`src/rtl/sprite_state_pkg.sv`:
```
// sprite_state_pkg
// Shared definitions for the sprite animation controller and the sprite ROM
// selector: the sprite/state encodings presented on currentstate, the screen
// width, and the width of the attack-phase frame counter.
package sprite_state_pkg;

  // Visible screen width in pixels. The rightmost legal sprite X is this value
  // minus the sprite width.
  localparam int SCREEN_W = 640;

  // Phase counter width. Each attack phase may last up to 2**CNT_W frames.
  localparam int CNT_W = 8;

  // Sprite selector / controller state. Codes 6-15 are never produced.
  typedef enum logic [3:0] {
    ST_IDLE      = 4'd0,
    ST_FORWARD   = 4'd1,
    ST_BACKWARD  = 4'd2,
    ST_ATK_START = 4'd3,
    ST_ATK_END   = 4'd4,
    ST_ATK_PULL  = 4'd5
  } state_e;

  // True for the three attack phases.
  function automatic logic is_attack(input logic [3:0] s);
    return (s == ST_ATK_START) || (s == ST_ATK_END) || (s == ST_ATK_PULL);
  endfunction

endpackage

```
`src/rtl/anim_phase_timer.sv`:
```
// anim_phase_timer
// Frame counter for one attack phase. It restarts at 0 when load is high,
// advances by one on each enabled tick, and flags the terminal count when
// the count equals last_cnt (phase length minus one).
// Ports:
//   clk, rst  - clock, synchronous active-high reset (count -> 0)
//   load      - restart the count at 0; takes priority over tick_en
//   tick_en   - advance the count by one
//   last_cnt  - terminal value for the current phase
//   tc        - high while count == last_cnt
module anim_phase_timer
  import sprite_state_pkg::*;
(
  input  logic             clk,
  input  logic             rst,
  input  logic             load,
  input  logic             tick_en,
  input  logic [CNT_W-1:0] last_cnt,
  output logic             tc
);

  logic [CNT_W-1:0] count_q;
  logic [CNT_W-1:0] count_d;

  always_comb begin
    count_d = count_q;
    if (load) begin
      count_d = '0;
    end else if (tick_en) begin
      count_d = count_q + 1'b1;
    end
  end

  always_ff @(posedge clk) begin
    if (rst) begin
      count_q <= '0;
    end else begin
      count_q <= count_d;
    end
  end

  assign tc = (count_q == last_cnt);

endmodule

```
`src/rtl/sprite_anim_ctrl.sv`:
```
// sprite_anim_ctrl
// Player sprite controller: picks the sprite state (idle, walk forward, walk
// backward, three-phase attack) and moves the player X position once per
// video frame. Everything advances only on clocks where frame_tick is high.
// Ports:
//   clk, rst        - clock, synchronous active-high reset
//   frame_tick      - one-clock pulse per video frame
//   btn_fwd/bwd     - movement requests (levels)
//   btn_attack      - attack request (level; must be released to re-arm)
//   currentstate    - sprite selector code (see sprite_state_pkg)
//   posx            - player X position
//   hitbox_active   - high while in ATK_END
//   attack_busy     - high while in any attack phase
module sprite_anim_ctrl
  import sprite_state_pkg::*;
#(
  parameter logic [9:0] INIT_X       = 10'd100,
  parameter logic [9:0] POS_MIN      = 10'd0,
  parameter logic [9:0] POS_MAX      = 10'd490,
  parameter logic [9:0] FWD_STEP     = 10'd2,
  parameter logic [9:0] BWD_STEP     = 10'd1,
  parameter int         START_FRAMES = 5,
  parameter int         END_FRAMES   = 3,
  parameter int         PULL_FRAMES  = 4
) (
  input  logic       clk,
  input  logic       rst,
  input  logic       frame_tick,
  input  logic       btn_fwd,
  input  logic       btn_bwd,
  input  logic       btn_attack,
  output logic [3:0] currentstate,
  output logic [9:0] posx,
  output logic       hitbox_active,
  output logic       attack_busy
);

  logic [3:0]       state_q, state_d;
  logic [9:0]       posx_q, posx_d;
  logic             arm_q, arm_d;
  logic             hitbox_q, hitbox_d;
  logic             busy_q, busy_d;

  logic             decide;
  logic             attack_start;
  logic             timer_load;
  logic             phase_done;
  logic [CNT_W-1:0] last_cnt;
  logic [10:0]      fwd_sum;
  logic [10:0]      bwd_floor;

  // 11-bit sums so a step near the top of the 10-bit range cannot wrap.
  assign fwd_sum   = {1'b0, posx_q} + {1'b0, FWD_STEP};
  assign bwd_floor = {1'b0, POS_MIN} + {1'b0, BWD_STEP};

  always_comb begin
    state_d      = state_q;
    posx_d       = posx_q;
    arm_d        = arm_q;
    decide       = 1'b0;
    attack_start = 1'b0;
    timer_load   = 1'b0;

    case (state_q)
      ST_ATK_START: last_cnt = CNT_W'(START_FRAMES - 1);
      ST_ATK_END:   last_cnt = CNT_W'(END_FRAMES - 1);
      ST_ATK_PULL:  last_cnt = CNT_W'(PULL_FRAMES - 1);
      default:      last_cnt = '0;
    endcase

    if (frame_tick) begin
      case (state_q)
        ST_IDLE, ST_FORWARD, ST_BACKWARD: decide = 1'b1;
        ST_ATK_START: if (phase_done) state_d = ST_ATK_END;
        ST_ATK_END:   if (phase_done) state_d = ST_ATK_PULL;
        // The last PULL frame hands straight over to the normal decision.
        ST_ATK_PULL:  if (phase_done) decide = 1'b1;
        default:      state_d = ST_IDLE;
      endcase

      if (decide) begin
        if (btn_attack && arm_q) begin
          state_d      = ST_ATK_START;
          attack_start = 1'b1;
        end else if (btn_fwd ^ btn_bwd) begin
          state_d = btn_fwd ? ST_FORWARD : ST_BACKWARD;
        end else begin
          state_d = ST_IDLE;
        end
      end

      // Movement lands on the same edge that selects the walking state.
      if (state_d == ST_FORWARD) begin
        posx_d = (fwd_sum > {1'b0, POS_MAX}) ? POS_MAX : fwd_sum[9:0];
      end else if (state_d == ST_BACKWARD) begin
        posx_d = ({1'b0, posx_q} < bwd_floor) ? POS_MIN : (posx_q - BWD_STEP);
      end

      // A held attack button keeps the arm flag clear until released.
      if (attack_start) begin
        arm_d = 1'b0;
      end else if (!btn_attack) begin
        arm_d = 1'b1;
      end

      // Every state change enters a new phase; restart its frame count.
      timer_load = (state_d != state_q);
    end

    // Decoded from the next state so the registered flags line up with state_q.
    hitbox_d = (state_d == ST_ATK_END);
    busy_d   = is_attack(state_d);
  end

  always_ff @(posedge clk) begin
    if (rst) begin
      state_q  <= ST_IDLE;
      posx_q   <= INIT_X;
      arm_q    <= 1'b1;
      hitbox_q <= 1'b0;
      busy_q   <= 1'b0;
    end else begin
      state_q  <= state_d;
      posx_q   <= posx_d;
      arm_q    <= arm_d;
      hitbox_q <= hitbox_d;
      busy_q   <= busy_d;
    end
  end

  anim_phase_timer u_phase_timer (
    .clk      (clk),
    .rst      (rst),
    .load     (timer_load),
    .tick_en  (frame_tick),
    .last_cnt (last_cnt),
    .tc       (phase_done)
  );

  assign currentstate  = state_q;
  assign posx          = posx_q;
  assign hitbox_active = hitbox_q;
  assign attack_busy   = busy_q;

endmodule

```
`config.mk`:
```
export PLATFORM = sky130hd
export DESIGN_NAME = sprite_anim_ctrl
export DESIGN_NICKNAME = d
export VERILOG_FILES = /design/src/rtl/sprite_state_pkg.sv /design/src/rtl/anim_phase_timer.sv /design/src/rtl/sprite_anim_ctrl.sv
export SDC_FILE = /design/constraint.sdc
export NUM_CORES = 1
export LEC_CHECK = 0
export CAP_MARGIN = 5
export CORE_MARGIN = 4
export CORE_UTILIZATION = 30
export DETAILED_ROUTE_END_ITERATION = 10
export GPL_TIMING_DRIVEN = 1
export SYNTH_ARGS = -nofsm -noshare
export SYNTH_HDL_FRONTEND = slang
export SYNTH_SLANG_ARGS = --single-unit
```
`constraint.sdc`:
```
create_clock -name clk -period 5.1 [get_ports clk]
set_input_delay 1.02 -clock clk [delete_from_list [all_inputs] [get_ports clk]]
set_output_delay 1.02 -clock clk [all_outputs]
set_load 0.03 [all_outputs]
```
==> impl_metrics.yaml <==
run_status:
  status: "finished, final reports clean"
logic_synthesis:
  ys_async_sr_fraction_pct: 0
  synth.distinct_cells: 63
  synth-main-ff-cell: "dfxtp_1"
  syn_inst: 231
  synthesis.nets: 242
  syn_avg_cell_area_sq_um: 7.989
  ys_seq_elements: 25
  yosys_warnings: 0
  synth-edff-count: 0
  syn_area_sq_mm: 0.001846
  yosysSeqAreaShare_pct: 27.12
worst_hold_path:
  worstHoldStart: "arm_q"
  min_path_type: "register to register"
finish:
  antennaDiodeCount: 0
  drive_gt1_share_pct: 9.426
  final_common_cell: "nor2_1"
  fin_area_sq_mm: 0.002107
  syn2layout_area_growth_pct: 14.17
  layout.nets: 256
  mostFrequentLayoutCells: "nor2_1 (29), dfxtp_1 (25), nand2_1 (24)"
clock_tree:
  post_cts_resized: 0
  cts_setup_buffers: 0
  cts_tree: "done"
  ctsRootBufferMaster: "clkbuf_8"
  holdBufCountCts: 0
  h-tree-depth: 1
  path_clk_slew_ns: 0.09
  cts_made_buffers: 3
  clock_sinks: 25
  cts_buffer_depth: 2
  clk_latency_ns: 0.26
sta:
  worst_slew_pin_slew_ns: 0.5868
  whs_ns: 0.5147
  setup_tns_ns: 0
  drv_slew: 0
  fmax_ghz: 0.3167
  min_period_ns: 3.157
  fin_skew_ns: 0.003392
  setup_viol: 0
  fin_crit_sh_pct: 61.91
  hold_viol: 0
  maxSlewHeadroom_pct: 60.62
  rsz0062_at_grt: "no"
setup_path:
  cpPeakStageDelay_ns: 0.55
  startpoint_type: "input port"
  critPathRequiredTime_ns: 5.24
  critical-path-slowest-cell: "or4b_1"
  r2r_slack_ns: 2.20
  path_class: "input port to register"
  worst_ep_arrival_time_ns: 3.30
  crit_path_start: "btn_fwd"
  path_cells: "clkdlybuf4s50_1 > inv_1 > a22oi_1 > and4b_2 > a31oi_2 > nand3_1 > or4b_1 > o211ai_1 > nand3_1"
  end_kind: "register"
  crit_top_cell: "nand3_1"
  crit_fanout: 7
  reg2reg_from: "currentstate[3]"
detailed_routing:
  drt_pass1_iterations: 4
  antenna_left: 0
  drt_iter0_drc: 127
  drc: 0
  viasPerCell: 5.367
  finalWirelength_um: 4339
  dr_total_vias: 1712
  wire_per_inst_um: 13.60
grt:
  grt_pass1_wl_um: 7824
  track_usage_pct: 12.53
  antenna_found_initial: 0
  grt_max_degree: 17
  grt_pass1_vias: 1647
  grt_overflow: 0
power:
  combPwrFrac_pct: 31.8
  p_per_area_mw_per_mm2: 242.2
  p_seq_share_pct: 45.4
  power.leakage_nw: 0.7701
  p_clk_share_pct: 22.8
  switching_share_pct: 34.97
  ir_drop_uv: 106.0
  p_sw_mw: 0.1784
  cellInternalPower_mw: 0.3318
floorplanning:
  rows: 28
  die_w_um: 86.43
  io_pins: 22
  die-area_sq_mm: 0.007470
  core-area_sq_mm: 0.005956
  dieHeight_um: 86.43
  initial_core_util_pct: 30.99
place:
  portBuffers: 21
  gp_congestion: 0.8590
  dp_hpwl_um: 3196
  dpl_cell_area_sq_mm: 0.002062
run:
  max_cap_viol_count: 0
==> through the flow <==
stage	utilization [%]	cells	worst slack (ns)	total power [mW]
5_1_grt	35.38	319	1.712	0.5458
3_5_place_dp	34.62	315	1.646	0.3983
3_3_place_gp	34.62	315	1.734	0.3980
4_1_cts	35.38	319	1.935	0.5160
6_report	35.38	319	1.943	0.5102
2_1_floorplan	-	231	2.364	0.3564
==> registers in the layout, indices dropped and copies added (netlist names) <==
| name | count |
|---|---|
| arm_q | 1 |
| attack_busy | 1 |
| currentstate | 4 |
| hitbox_active | 1 |
| posx | 10 |
| u_phase_timer.count_q | 8 |
==> final cells by class <==
type	count	area (sq um)
clock buffer	4	45.04
inverter	9	33.78
tap	75	93.84
multi-input combinational	185	1224
sequential	25	500.5
timing repair buffer	21	210.2
fill	639	3849
==> cells by family after synthesis <==
| group | synth area share [%] |
|---|---|
| buffers and inverters | 6.576 |
| adder cells (fa/ha/maj) | 3.390 |
| multiplexers | 4.678 |
| AO/OA/AOI/OAI | 18.31 |
| flip-flops | 27.12 |
| AND/OR/NAND/NOR | 33.76 |
| XOR/XNOR | 6.170 |
==> cells in the mapped netlist (3+ instances only) <==
cell	count	area [sq um]
nor2_1	29	108.9
dfxtp_1	25	500.5
nand2_1	24	90.09
a21oi_1	13	65.06
nand3_1	12	60.06
inv_1	9	33.78
nor3_1	9	45.04
clkbuf_1	7	26.28
xor2_1	7	61.31
and3_1	6	37.54
xnor2_1	6	52.55
ha_1	5	62.56
mux2i_1	5	50.05
nand4_1	5	31.28
nor3b_1	4	30.03
o21ai_0	4	20.02
a31oi_1	3	18.77
buf_6	3	33.78
o211ai_1	3	22.52
or3_1	3	18.77
==> power groups by stage <==
stage	Combinational (mW)	Clock, mW	Sequential, mW
final	0.162	0.116	0.232
after global routing	0.181	0.130	0.235
after CTS	0.163	0.122	0.231
after detailed placement	0.162	0	0.236
after global placement	0.162	0	0.236
after floorplan	0.113	0	0.243
==> critical path: cells and delay by family <==
kind,cells,cell delay [ns]
AND/OR/NAND/NOR,4,1.20
AO/OA/AOI/OAI,3,0.58
buffers and inverters,2,0.49
==> final timing paths <==
kind                  end  cells past startpoint
setup reg to reg  posx[6]                      8
setup / recovery  posx[6]                      9
hold reg to reg     arm_q                      2
hold / removal      arm_q                      2
==> per-layer routing <==
| metal | up-vias | routed length, um | GRT usage, % | part of all wire, % |
|---|---|---|---|---|
| li1 | 859 | - | - | - |
| met1 | 816 | 2239 | 18.07 | 52 |
| met2 | 33 | 1917 | 18.85 | 44 |
| met3 | 4 | 148 | 1.901 | 3.4 |
| met4 | 0 | 34 | 4.533 | 0.78 |
| met5 | - | 0 | 0 | 0 |
Power figures use the tool's default switching activity.
